--- src/rtl/tile_addr_gen_pkg.sv ---
// Shared types and helpers for the tiled operand address generator.
package tile_addr_pkg;

    localparam int DEF_LANES  = 8;
    localparam int DEF_ADDR_W = 18;
    localparam int DEF_DIM_W  = 12;
    localparam int LANE_SH    = $clog2(DEF_LANES);

    typedef enum logic {
        IDLE = 1'b0,
        RUN  = 1'b1
    } state_t;

    typedef enum logic [2:0] {
        OP_HOLD = 3'd0,
        OP_COL  = 3'd1,
        OP_ADV  = 3'd2,
        OP_LOAD = 3'd3,
        OP_FIN  = 3'd4
    } lane_op_t;

    function automatic logic [31:0] ceil_div(input logic [31:0] n, input int sh);
        return (n + ((32'd1 << sh) - 32'd1)) >> sh;
    endfunction

    function automatic logic cfg_ok(input logic [31:0] m, input logic [31:0] k,
                                    input logic [31:0] ld);
        return (m != 32'd0) && (k != 32'd0) && (ld >= k);
    endfunction

endpackage

--- src/rtl/tile_addr_gen_if.sv ---
// Controller-facing bundle: start/config/step in, lane addresses and status out.
interface tile_addr_gen_if #(
    parameter int LANES  = 8,
    parameter int ADDR_W = 18,
    parameter int DIM_W  = 12
);
    logic                    start;
    logic [ADDR_W-1:0]       cfg_base;
    logic [DIM_W-1:0]        cfg_rows;
    logic [DIM_W-1:0]        cfg_cols;
    logic [DIM_W-1:0]        cfg_ld;
    logic [DIM_W-1:0]        cfg_passes;
    logic                    step_en;
    logic                    busy;
    logic [LANES*ADDR_W-1:0] addr_out;
    logic [LANES-1:0]        addr_valid;
    logic [DIM_W-1:0]        col_idx;
    logic [DIM_W-1:0]        tile_idx;
    logic [DIM_W-1:0]        pass_idx;
    logic                    tile_last_col;
    logic                    done;
    logic                    cfg_err;

    modport master (
        output start, cfg_base, cfg_rows, cfg_cols, cfg_ld, cfg_passes, step_en,
        input  busy, addr_out, addr_valid, col_idx, tile_idx, pass_idx,
               tile_last_col, done, cfg_err
    );

    modport slave (
        input  start, cfg_base, cfg_rows, cfg_cols, cfg_ld, cfg_passes, step_en,
        output busy, addr_out, addr_valid, col_idx, tile_idx, pass_idx,
               tile_last_col, done, cfg_err
    );
endinterface

--- src/rtl/tile_addr_gen_lane.sv ---
// One address lane: row base register, column add and row-in-range valid flag.
module tile_addr_lane
    import tile_addr_pkg::*;
#(
    parameter int LANE_IDX = 0,
    parameter int LANES    = 8,
    parameter int ADDR_W   = 18,
    parameter int DIM_W    = 12
) (
    input  logic              clk,
    input  logic              rst,
    input  lane_op_t          op,
    input  logic [ADDR_W-1:0] base,
    input  logic [DIM_W-1:0]  ld,
    input  logic [DIM_W-1:0]  m,
    input  logic [DIM_W-1:0]  col_nx,
    input  logic [DIM_W-1:0]  tile_nx,
    output logic [ADDR_W-1:0] addr,
    output logic              valid
);
    localparam int LSH = $clog2(LANES);
    localparam int RW  = DIM_W + LSH + 1;

    logic [ADDR_W-1:0] base_r;
    logic [ADDR_W-1:0] ld_s;
    logic [ADDR_W-1:0] init_s;
    logic [ADDR_W-1:0] pitch_s;
    logic [RW-1:0]     row_s;

    // base + LANE_IDX*ld as a constant shift-add, plus tile pitch and row index
    always_comb begin
        ld_s   = ADDR_W'(ld);
        init_s = base;
        for (int b = 0; b < LSH; b++) begin
            init_s = init_s + ((((LANE_IDX >> b) & 1) != 0) ? (ld_s << b) : {ADDR_W{1'b0}});
        end
        pitch_s = ld_s << LSH;
        row_s   = (RW'(tile_nx) << LSH) + RW'(LANE_IDX);
    end

    // lane registers follow the operation chosen by the sequencer
    always_ff @(posedge clk) begin
        if (rst) begin
            base_r <= {ADDR_W{1'b0}};
            addr   <= {ADDR_W{1'b0}};
            valid  <= 1'b0;
        end else begin
            case (op)
                OP_COL: begin
                    addr <= base_r + ADDR_W'(col_nx);
                end
                OP_ADV: begin
                    base_r <= base_r + pitch_s;
                    addr   <= base_r + pitch_s + ADDR_W'(col_nx);
                    valid  <= (row_s < RW'(m));
                end
                OP_LOAD: begin
                    base_r <= init_s;
                    addr   <= init_s + ADDR_W'(col_nx);
                    valid  <= (row_s < RW'(m));
                end
                OP_FIN: begin
                    valid <= 1'b0;
                end
                default: begin
                    base_r <= base_r;
                end
            endcase
        end
    end

endmodule

--- src/rtl/tile_addr_gen.sv ---
// Sweep sequencer: walks columns, row tiles and passes, driving LANES address lanes.
module tile_addr_gen
    import tile_addr_pkg::*;
#(
    parameter int LANES  = DEF_LANES,
    parameter int ADDR_W = DEF_ADDR_W,
    parameter int DIM_W  = DEF_DIM_W
) (
    input logic           clk,
    input logic           rst,
    tile_addr_gen_if.slave bus
);
    localparam int LSH = $clog2(LANES);
    localparam logic [DIM_W-1:0] ZERO = {DIM_W{1'b0}};
    localparam logic [DIM_W-1:0] ONE  = {{(DIM_W-1){1'b0}}, 1'b1};

    state_t            state_r;
    logic [ADDR_W-1:0] base_r;
    logic [DIM_W-1:0]  ld_r, m_r, k_r, passes_r, nt_r;
    logic [DIM_W-1:0]  col_r, tile_r, pass_r;
    logic              busy_r, last_r, done_r, err_r;

    lane_op_t          op_s;
    logic [DIM_W-1:0]  col_nx_s, tile_nx_s, pass_nx_s;
    logic              start_ok_s, finish_s;
    logic [ADDR_W-1:0] lane_base_s;
    logic [DIM_W-1:0]  lane_ld_s, lane_m_s;
    logic [LANES*ADDR_W-1:0] addr_s;
    logic [LANES-1:0]  valid_s;

    // next indices and lane operation; on start the lanes see the raw config
    always_comb begin
        op_s        = OP_HOLD;
        col_nx_s    = col_r;
        tile_nx_s   = tile_r;
        pass_nx_s   = pass_r;
        finish_s    = 1'b0;
        lane_base_s = base_r;
        lane_ld_s   = ld_r;
        lane_m_s    = m_r;
        start_ok_s  = cfg_ok(32'(bus.cfg_rows), 32'(bus.cfg_cols), 32'(bus.cfg_ld));
        case (state_r)
            IDLE: begin
                if (bus.start && start_ok_s) begin
                    op_s        = OP_LOAD;
                    col_nx_s    = ZERO;
                    tile_nx_s   = ZERO;
                    pass_nx_s   = ZERO;
                    lane_base_s = bus.cfg_base;
                    lane_ld_s   = bus.cfg_ld;
                    lane_m_s    = bus.cfg_rows;
                end else begin
                    op_s = OP_HOLD;
                end
            end
            RUN: begin
                if (!bus.step_en) begin
                    op_s = OP_HOLD;
                end else if (col_r != k_r - ONE) begin
                    op_s     = OP_COL;
                    col_nx_s = col_r + ONE;
                end else if (tile_r != nt_r - ONE) begin
                    op_s      = OP_ADV;
                    col_nx_s  = ZERO;
                    tile_nx_s = tile_r + ONE;
                end else if (pass_r != passes_r - ONE) begin
                    op_s      = OP_LOAD;
                    col_nx_s  = ZERO;
                    tile_nx_s = ZERO;
                    pass_nx_s = pass_r + ONE;
                end else begin
                    op_s      = OP_FIN;
                    col_nx_s  = ZERO;
                    tile_nx_s = ZERO;
                    pass_nx_s = ZERO;
                    finish_s  = 1'b1;
                end
            end
            default: begin
                op_s = OP_HOLD;
            end
        endcase
    end

    // control FSM with registered status outputs
    always_ff @(posedge clk) begin
        if (rst) begin
            state_r  <= IDLE;
            base_r   <= {ADDR_W{1'b0}};
            ld_r     <= ZERO;
            m_r      <= ZERO;
            k_r      <= ZERO;
            passes_r <= ZERO;
            nt_r     <= ZERO;
            col_r    <= ZERO;
            tile_r   <= ZERO;
            pass_r   <= ZERO;
            busy_r   <= 1'b0;
            last_r   <= 1'b0;
            done_r   <= 1'b0;
            err_r    <= 1'b0;
        end else begin
            done_r <= 1'b0;
            err_r  <= 1'b0;
            case (state_r)
                IDLE: begin
                    if (bus.start && start_ok_s) begin
                        state_r  <= RUN;
                        base_r   <= bus.cfg_base;
                        ld_r     <= bus.cfg_ld;
                        m_r      <= bus.cfg_rows;
                        k_r      <= bus.cfg_cols;
                        passes_r <= (bus.cfg_passes == ZERO) ? ONE : bus.cfg_passes;
                        nt_r     <= DIM_W'(ceil_div(32'(bus.cfg_rows), LSH));
                        col_r    <= ZERO;
                        tile_r   <= ZERO;
                        pass_r   <= ZERO;
                        busy_r   <= 1'b1;
                        last_r   <= (bus.cfg_cols == ONE);
                    end else if (bus.start) begin
                        err_r <= 1'b1;
                    end else begin
                        state_r <= IDLE;
                    end
                end
                RUN: begin
                    if (bus.step_en) begin
                        col_r  <= col_nx_s;
                        tile_r <= tile_nx_s;
                        pass_r <= pass_nx_s;
                        last_r <= (col_nx_s == k_r - ONE) && !finish_s;
                        if (finish_s) begin
                            state_r <= IDLE;
                            busy_r  <= 1'b0;
                            done_r  <= 1'b1;
                        end else begin
                            state_r <= RUN;
                        end
                    end else begin
                        state_r <= RUN;
                    end
                end
                default: begin
                    state_r <= IDLE;
                    busy_r  <= 1'b0;
                end
            endcase
        end
    end

    for (genvar i = 0; i < LANES; i++) begin : g_lane
        tile_addr_lane #(
            .LANE_IDX (i),
            .LANES    (LANES),
            .ADDR_W   (ADDR_W),
            .DIM_W    (DIM_W)
        ) u_lane (
            .clk     (clk),
            .rst     (rst),
            .op      (op_s),
            .base    (lane_base_s),
            .ld      (lane_ld_s),
            .m       (lane_m_s),
            .col_nx  (col_nx_s),
            .tile_nx (tile_nx_s),
            .addr    (addr_s[i*ADDR_W +: ADDR_W]),
            .valid   (valid_s[i])
        );
    end

    assign bus.busy          = busy_r;
    assign bus.addr_out      = addr_s;
    assign bus.addr_valid    = valid_s;
    assign bus.col_idx       = col_r;
    assign bus.tile_idx      = tile_r;
    assign bus.pass_idx      = pass_r;
    assign bus.tile_last_col = last_r;
    assign bus.done          = done_r;
    assign bus.cfg_err       = err_r;

endmodule

--- src/flat_wrapper.sv ---
// flat-port wrapper written by rule: the top's interface ports become plain ports
module tile_addr_gen_flat import tile_addr_pkg::*;
#(
    parameter int LANES  = DEF_LANES,
    parameter int ADDR_W = DEF_ADDR_W,
    parameter int DIM_W  = DEF_DIM_W
)
  (clk, rst, bus_start, bus_cfg_base, bus_cfg_rows, bus_cfg_cols, bus_cfg_ld, bus_cfg_passes, bus_step_en, bus_busy, bus_addr_out, bus_addr_valid, bus_col_idx, bus_tile_idx, bus_pass_idx, bus_tile_last_col, bus_done, bus_cfg_err);
  tile_addr_gen_if #(.LANES(LANES), .ADDR_W(ADDR_W), .DIM_W(DIM_W)) bus_i ();
  input logic clk;
  input logic rst;
  input wire logic [$bits(bus_i.start)-1:0] bus_start;
  input wire logic [$bits(bus_i.cfg_base)-1:0] bus_cfg_base;
  input wire logic [$bits(bus_i.cfg_rows)-1:0] bus_cfg_rows;
  input wire logic [$bits(bus_i.cfg_cols)-1:0] bus_cfg_cols;
  input wire logic [$bits(bus_i.cfg_ld)-1:0] bus_cfg_ld;
  input wire logic [$bits(bus_i.cfg_passes)-1:0] bus_cfg_passes;
  input wire logic [$bits(bus_i.step_en)-1:0] bus_step_en;
  output wire logic [$bits(bus_i.busy)-1:0] bus_busy;
  output wire logic [$bits(bus_i.addr_out)-1:0] bus_addr_out;
  output wire logic [$bits(bus_i.addr_valid)-1:0] bus_addr_valid;
  output wire logic [$bits(bus_i.col_idx)-1:0] bus_col_idx;
  output wire logic [$bits(bus_i.tile_idx)-1:0] bus_tile_idx;
  output wire logic [$bits(bus_i.pass_idx)-1:0] bus_pass_idx;
  output wire logic [$bits(bus_i.tile_last_col)-1:0] bus_tile_last_col;
  output wire logic [$bits(bus_i.done)-1:0] bus_done;
  output wire logic [$bits(bus_i.cfg_err)-1:0] bus_cfg_err;
  assign bus_i.start = bus_start;
  assign bus_i.cfg_base = bus_cfg_base;
  assign bus_i.cfg_rows = bus_cfg_rows;
  assign bus_i.cfg_cols = bus_cfg_cols;
  assign bus_i.cfg_ld = bus_cfg_ld;
  assign bus_i.cfg_passes = bus_cfg_passes;
  assign bus_i.step_en = bus_step_en;
  assign bus_busy = bus_i.busy;
  assign bus_addr_out = bus_i.addr_out;
  assign bus_addr_valid = bus_i.addr_valid;
  assign bus_col_idx = bus_i.col_idx;
  assign bus_tile_idx = bus_i.tile_idx;
  assign bus_pass_idx = bus_i.pass_idx;
  assign bus_tile_last_col = bus_i.tile_last_col;
  assign bus_done = bus_i.done;
  assign bus_cfg_err = bus_i.cfg_err;
  tile_addr_gen #(.LANES(LANES), .ADDR_W(ADDR_W), .DIM_W(DIM_W)) u_core (.clk(clk), .rst(rst), .bus(bus_i));
endmodule
--- config.mk ---
export PLATFORM = sky130hd
export DESIGN_NAME = tile_addr_gen_flat
export DESIGN_NICKNAME = d
export VERILOG_FILES = /design/src/rtl/tile_addr_gen_pkg.sv /design/src/rtl/tile_addr_gen_if.sv /design/src/rtl/tile_addr_gen_lane.sv /design/src/rtl/tile_addr_gen.sv /design/src/flat_wrapper.sv
export SDC_FILE = /design/constraint.sdc
export NUM_CORES = 2
export LEC_CHECK = 0
export BUFFER_PORTS_ARGS = -buffer_cell sky130_fd_sc_hd__buf_4
export CAP_MARGIN = 10
export CELL_PAD_IN_SITES_DETAIL_PLACEMENT = 0
export CELL_PAD_IN_SITES_GLOBAL_PLACEMENT = 1
export CORE_MARGIN = 2
export CORE_UTILIZATION = 40
export DETAILED_ROUTE_END_ITERATION = 10
export PLACE_DENSITY_LB_ADDON = 0.1
export SKIP_LAST_GASP = 1
export SYNTH_ARGS = -nofsm -noshare
export SYNTH_HDL_FRONTEND = slang
export SYNTH_SLANG_ARGS = --single-unit
--- constraint.sdc ---
create_clock -name clk -period 19.4 [get_ports clk]
set_clock_uncertainty 0.1 [all_clocks]
set_input_delay 2.91 -clock clk [delete_from_list [all_inputs] [get_ports clk]]
set_output_delay 2.91 -clock clk [all_outputs]
set_load 0.02 [all_outputs]
### After elaboration in Yosys (flattened, before gate mapping)

Index checks and enable logic that the tools add are counted.

| storage, ports and cells | value |
|---|---|
| flip-flop bits (word level) | 415 |
| output and inout port bits | 192 |

| operators by class | value |
|---|---|
| add/sub/neg operators | 53 |
| order comparisons | 9 |
| equal/unequal tests | 14 |
| muxes and demuxes | 74 |
| bitwise gates (word level) | 2 |
| reduce and logical (&&, ||, !) cells | 18 |

Operators by type and width:

| kind | number |
|---|---|
| 18-bit by 12-bit adder with 18-bit output | 25 |
| 18-bit case mux with 3 select lines | 8 |
| 18-bit case mux with 2 select lines | 8 |
| 12-bit 2-to-1 mux | 19 |
| 18-bit by 15-bit adder with 18-bit output | 8 |
| 12-bit case mux with 2 select lines | 5 |
| 16-bit by 12-bit < comparator with 1-bit output | 7 |
| 18-bit by 14-bit adder with 18-bit output | 4 |
| 15-bit by 3-bit adder with 16-bit output, second input constant | 4 |
| 12-bit by 1-bit adder with 12-bit output, second input constant | 3 |
| 18-bit by 13-bit adder with 18-bit output | 2 |
| 18-bit 2-to-1 mux | 2 |
| 12-bit inequality test | 3 |
| 12-bit by 1-bit subtractor with 12-bit output, second input constant | 3 |
| 15-bit by 2-bit adder with 16-bit output, second input constant | 2 |
| 12-bit nonzero test | 2 |
| 1-bit case mux with 2 select lines | 11 |
| 15-bit by 1-bit adder with 16-bit output, second input constant | 1 |
| 15-bit by 12-bit < comparator with 1-bit output | 1 |
| 1-bit 2-to-1 mux | 15 |
| 12-bit by 3-bit adder with 13-bit output, second input constant | 1 |
| 12-bit by 1-bit equality test with 1-bit output, second input constant | 1 |
| 12-bit equality test | 1 |
| 12-bit >= comparator | 1 |
| 19 further kinds | 33 |

### Logic depth before layout (Yosys ltp)

| depth | value |
|---|---|
| word-level depth | 11 |
| depth in mapped cells | 42 |
| depth with buffers taken out | 38 |

### Hierarchy

Synthesis repeated with hierarchy kept, for this count alone.

| second synthesis, totals | value |
|---|---|
| cells, all modules | 4667 |
| area total of the unflattened synthesis | 37282.0 um^2 |

By module, submodules not included:

| module | times used | cells each | area an instance (um^2) | sequential area each (um^2) |
|---|---|---|---|---|
| tile_addr_gen | 1 | 867 | 7134.3 | 2342.2 |
| tile_addr_lane (u_core.g_lane[7].u_lane) | 1 | 546 | 4383.0 | 740.7 |
| tile_addr_lane (u_core.g_lane[5].u_lane) | 1 | 492 | 3902.5 | 740.7 |
| tile_addr_lane (u_core.g_lane[3].u_lane) | 1 | 480 | 3838.7 | 740.7 |
| tile_addr_lane (u_core.g_lane[1].u_lane) | 1 | 487 | 3813.7 | 740.7 |
| tile_addr_lane (u_core.g_lane[6].u_lane) | 1 | 468 | 3797.4 | 740.7 |
| tile_addr_lane (u_core.g_lane[2].u_lane) | 1 | 483 | 3769.9 | 740.7 |
| tile_addr_lane (u_core.g_lane[4].u_lane) | 1 | 463 | 3616.0 | 740.7 |
| tile_addr_lane (u_core.g_lane[0].u_lane) | 1 | 381 | 3026.7 | 740.7 |

### Least setup slack after synthesis

Ideal clock, no wire load.

| path | value |
|---|---|
| path kind | input to register |
| start | input bus_cfg_cols[7] |
| end | register u_core.g_lane[7].u_lane.addr[17] |
| library setup time | 0.063 ns |
| data arrival time | 13.185 ns |
| required time | 19.237 ns |
| path slack | 6.052 ns |
| stages | 39 |
| buffers on the path | 4 |
| path through | inv_1 > ha_1 > nand2_1 > nor3_1 > a21oi_1 > o21a_1 > clkbuf_1 > nor2_1 > clkbuf_1 > clkbuf_1 > clkbuf_1 > mux2i_1 > inv_1 > ha_1 > a21o_1 > a21oi_1 > xor2_1 > inv_1 > [3 not listed] > a211oi_1 > a21oi_1 > ha_1 > and3_1 > a2111oi_0 > o21bai_1 > a21o_1 > xnor2_1 > o221ai_1 > ha_1 > nand3_1 > o21ai_0 > or3_1 > a31oi_1 > or4_1 > a211o_1 > nor4_1 > nand3b_1 |

| on the way | value |
|---|---|
| cells in the longest elaborated chain, start to end | 11 |
| elaborated cells between the ends (all ways) | 25 |
| classes of those cells | add/sub: 7; order compare: 1; eq/ne: 3; mux: 9; reduce/logical: 5 |

Ends and longest elaborated chain:

| element | RTL line | RTL |
|---|---|---|
| start: declaration | flat_wrapper.sv:15 | `input wire logic [$bits(bus_i.cfg_cols)-1:0] bus_cfg_cols;` |
| parallel branches: the longest is 2 deep, another holds 12-bit >= comparator | - |  |
| 1-bit logical AND (*) | tile_addr_gen_pkg.sv:28 | `return (m != 32'd0) && (k != 32'd0) && (ld >= k);` |
| 1-bit logical AND (*) | tile_addr_gen.sv:44 | `if (bus.start && start_ok_s) begin` |
| 12-bit 2-to-1 mux (*) | - |  |
| 12-bit 2-to-1 mux (*) | tile_addr_gen.sv:42 | `case (state_r)` |
| via u_core.g_lane[0].u_lane.ld[1] | tile_addr_gen_lane.sv:14 | `input logic [DIM_W-1:0] ld,` |
| 18-bit by 12-bit adder with 18-bit output | tile_addr_gen_lane.sv:35 | `init_s = init_s + ((((LANE_IDX >> b) & 1) != 0) ? (ld_s << b) : {ADDR_W{1'b0}});` |
| 18-bit by 13-bit adder with 18-bit output | tile_addr_gen_lane.sv:35 |  |
| 18-bit by 14-bit adder with 18-bit output | tile_addr_gen_lane.sv:35 |  |
| 18-bit by 12-bit adder with 18-bit output | tile_addr_gen_lane.sv:59 | `addr <= init_s + ADDR_W'(col_nx);` |
| 18-bit case mux with 3 select lines (*) | tile_addr_gen_lane.sv:48 | `case (op)` |
| end signal: assignment | tile_addr_gen_lane.sv:50 | `addr <= base_r + ADDR_W'(col_nx);` |
| end signal: assignment | tile_addr_gen_lane.sv:54 | `addr <= base_r + pitch_s + ADDR_W'(col_nx);` |
| end signal: assignment | tile_addr_gen_lane.sv:59 |  |
| end: declaration | tile_addr_gen_lane.sv:18 | `output logic [ADDR_W-1:0] addr,` |

Mark *: on every way through the listed nets, which the timed path passes.
A chain may end at the register's enable or synchronous reset.

### Final worst setup path

| path | value |
|---|---|
| start | input bus_cfg_cols[7] |
| end | register u_core.g_lane[7].u_lane.addr[17] |

| on the way | value |
|---|---|
| cells in the longest elaborated chain, start to end | 11 |
| elaborated cells between the ends (all ways) | 25 |
| classes of those cells | add/sub: 7; order compare: 1; eq/ne: 3; mux: 9; reduce/logical: 5 |

Ends and longest elaborated chain:

| element | RTL line | RTL |
|---|---|---|
| parallel branches: the longest is 2 deep, another holds 12-bit >= comparator | - |  |
| 1-bit logical AND (*) | tile_addr_gen_pkg.sv:28 |  |
| 1-bit logical AND (*) | tile_addr_gen.sv:44 |  |
| 18-bit 2-to-1 mux (*) | tile_addr_gen.sv:44 |  |
| 18-bit 2-to-1 mux (*) | tile_addr_gen.sv:42 |  |
| via u_core.g_lane[0].u_lane.base[0] | tile_addr_gen_lane.sv:13 | `input logic [ADDR_W-1:0] base,` |
| 18-bit by 12-bit adder with 18-bit output (*) | tile_addr_gen_lane.sv:35 |  |
| 18-bit by 13-bit adder with 18-bit output (*) | tile_addr_gen_lane.sv:35 |  |
| 18-bit by 14-bit adder with 18-bit output (*) | tile_addr_gen_lane.sv:35 |  |
| 18-bit by 12-bit adder with 18-bit output (*) | tile_addr_gen_lane.sv:59 |  |
| 18-bit case mux with 3 select lines (*) | tile_addr_gen_lane.sv:48 |  |

Marked as above.

==> run summary <==
Clock power frac - 0.357
cell taking the most area after synthesis - dfxtp_1
initial antenna violation count - 6
sequential-to-total area share from yosys stat - 0.260
vias per cell - 5.68
Routed Antenna Nets - 0
Worst-path clk slew - 0.06 ns
worst reg2reg startpoint - u_core.state_r
Rel. slew slack - 0.207
post-cts sizing count - 0
later-pin clock latency in the skew report - 0.62 ns
Area growth syn-to-layout - 15.4%
Post-Syn Area - 0.0303 mm^2
Post-synth ARST share - 0
CP max-delay cell - or4_1
max cap viols - 0
DRC viols - 0
clock sink total - 393
WL/cell - 22.8 um
Hold Crit Start - u_core.g_lane[4].u_lane.addr[3]
share of the synthesized area in the top cell type - 0.260
Final Power - 0.00278 W
maximum clock path buffer count - 3
Slew Limit Fails - 0
switching part of the total power - 0.363
largest net degree at the start of global routing - 163
first-pass GRT wire length - 173000 um
Post-DP Area - 0.0332 mm^2
hold depth - 2
CP arrival - 12.48 ns
Worst Hold End - u_core.g_lane[4].u_lane.addr[3]
synth unique cells - 90
Die W - 279 um
Logic pwr share - 0.320
Vias - 28800
Final period util - 0.619
DP Wirelength - 87400 um
fmax - 83.2 MHz
setup_tns - 0 ns
Post-Route WL - 116000 um
io pins - 262
fin crit period - 12.01 ns
worst vdd ir - 0.0583 mV
Worst Setup Slack, final - 7.39 ns
GRT overflow - 0
Core Rows - 100
Core Box Area - 0.0747 mm^2
Total GRT Usage - 0.290
drt first pass iters - 6
diode count - 0
leak pwr - 15.1 nW
crit-path max FO - 42
final hold vios - 0
EDFF count, synth - 0
CTS tree - yes
Die H - 279 um
Req. time, crit path - 19.86 ns
run status - complete, no violations
synth top area cells - dfxtp_1, ha_1, xnor2_1
multi-input logic area - 0.0211 mm^2
Synth Warn # - 0
Syn Inst Count - 3860
synthesized area per cell - 7.84 um^2
critical path endpoint category - register
pwr dens - 79.7 mW/mm^2
Reg2Reg Depth - 32
RSZ-0062 raised after global routing - false
CP Launch Type - input port
# setup viols final - 0
Synthesized Nets - 4243
CTS root buf - clkbuf_16
layout cells sized above 1 - 0.113
CP peak stage delay - 0.64 ns
reg2reg end - u_core.g_lane[7].u_lane.addr[17]
H-tree depth - 2
starting DRC count in detailed routing - 2019
post-route cell area - 0.0349 mm^2
HP Class - register to register
Routability Congestion - 0.933
Post-CTS Setup Inserts - 0
CTS Hold Bufs - 0
Initial Util - 0.405
PortBufs - 261
critical path class - input port to register
vias in the first global route - 27200
DIE AREA - 0.0779 mm^2
nets - 4437
final-layout fill cell count - 7632
Register Area - 0.00787 mm^2
predominant post-synthesis flop cell - dfxtp_1
Sw Pwr - 0.00101 W
internal power - 0.00177 W
total CTS buffers - 51
Seq pwr share - 0.322
R2R setup slack - 9.84 ns
Yosys reg bits - 393
Place WS - 7.00 ns
measured slew at the worst slew-check pin - 1.17 ns
[through the flow]
stage	util	cells	hold WS, ns
3_3_place_gp	0.445	4970	0.342
4_1_cts	0.468	5066	0.352
6_report	0.468	5066	0.350
2_1_floorplan	-	3860	0.344
3_5_place_dp	0.445	4970	0.344
5_1_grt	0.468	5066	0.375
[worst max-delay path, delay by kind of cell]
kind	cells	cell delay, ns
mux	1	0.35
compound gates	14	3.76
simple gates	8	1.81
buf+inv	6	1.25
fa+ha+maj	5	1.66
xor+xnor	3	0.71
[registers in the layout, summed over array words and instances, names as in the netlist]
name	count
u_core.g_lane.u_lane.valid	8
u_core.g_lane.u_lane.addr	134
u_core.g_lane.u_lane.base_r	134
u_core.bus.col_idx	12
u_core.state_r	1
u_core.passes_r	12
u_core.bus.busy	1
u_core.bus.tile_idx	12
u_core.ld_r	12
u_core.m_r	12
u_core.bus.done	1
u_core.bus.tile_last_col	1
u_core.base_r	18
u_core.bus.cfg_err	1
u_core.k_r	12
u_core.bus.pass_idx	12
u_core.nt_r	10
[cell type report]
class                   instances  area share
multi-input cells            3134       0.605
well taps                     969      0.0347
repair buffers                318      0.0692
clock buffers                  70      0.0411
clock inverters                26     0.00841
flip-flops and latches        393       0.225
inverters                     156      0.0168
[cell usage in the layout, fill, tap and decap left out, types with 29 or more instances in the layout]
cell / n
or3_1: 32
and2_1: 130
nor3_1: 113
nor2b_1: 39
ha_1: 294
a21o_1: 70
nor2_1: 336
o21ai_0: 155
and3_1: 30
inv_1: 155
xnor2_1: 233
o21bai_1: 41
a211oi_1: 74
buf_4: 315
xor2_1: 109
o21a_1: 44
a221o_1: 43
nand3_1: 89
dfxtp_1: 393
nand2_1: 478
a21oi_1: 335
mux2i_1: 33
clkbuf_16: 51
nor4_1: 29
[kinds of logic after synthesis]
group,share of synthesized area
AND/OR/NAND/NOR,0.218
AO/OA/AOI/OAI,0.229
flip-flops,0.260
XOR/XNOR,0.102
buffers and inverters,0.0448
adder cells (fa/ha/maj),0.134
multiplexers,0.0127
[power groups by stage]
stage	Sequential, W	Combinational, W	Clock, W
after global routing	0.000904	0.000971	0.00104
after CTS	0.000898	0.000889	0.00102
after floorplan	0.000930	0.000580	0
after global placement	0.000915	0.000887	0
after detailed placement	0.000915	0.000885	0
final	0.000898	0.000892	0.000996
[worst max path at each step]
stage,start,to,slack [ns],depth (start not counted)
floorplan,bus_cfg_cols[7],u_core.g_lane[7].u_lane.addr[17],6.05,39
global placement,bus_cfg_cols[7],u_core.g_lane[7].u_lane.addr[17],7.23,37
detailed placement,bus_cfg_cols[7],u_core.g_lane[7].u_lane.addr[17],7.00,37
CTS,bus_cfg_cols[7],u_core.g_lane[7].u_lane.addr[17],7.61,37
global route,bus_cfg_cols[7],u_core.g_lane[7].u_lane.addr[17],6.84,38
finish,bus_cfg_cols[7],u_core.g_lane[7].u_lane.addr[17],7.39,37
[cell usage after synthesis, types with 28 or more instances]
cell and number:
clkbuf_1 127, o21bai_1 41, mux2i_1 34, o21a_1 44
o21ai_0 161, dfxtp_1 393, nor4_1 29, nor3_1 113
nand3_1 90, a221o_1 43, and2_1 130, inv_1 156
a21oi_1 337, or3_1 32, and3_1 30, nor2_1 338
a21o_1 70, nand2_1 480, ha_1 294, o221ai_1 28
nor2b_1 39, a211oi_1 74, xor2_1 109, xnor2_1 233
[routing by layer]
metal	global-route usage	wire, um
met4	0.0932	3910
met5	0	0
met1	0.395	53400
met2	0.475	52400
met3	0.0343	5830
No activity file was read; power rests on OpenSTA's default activity.
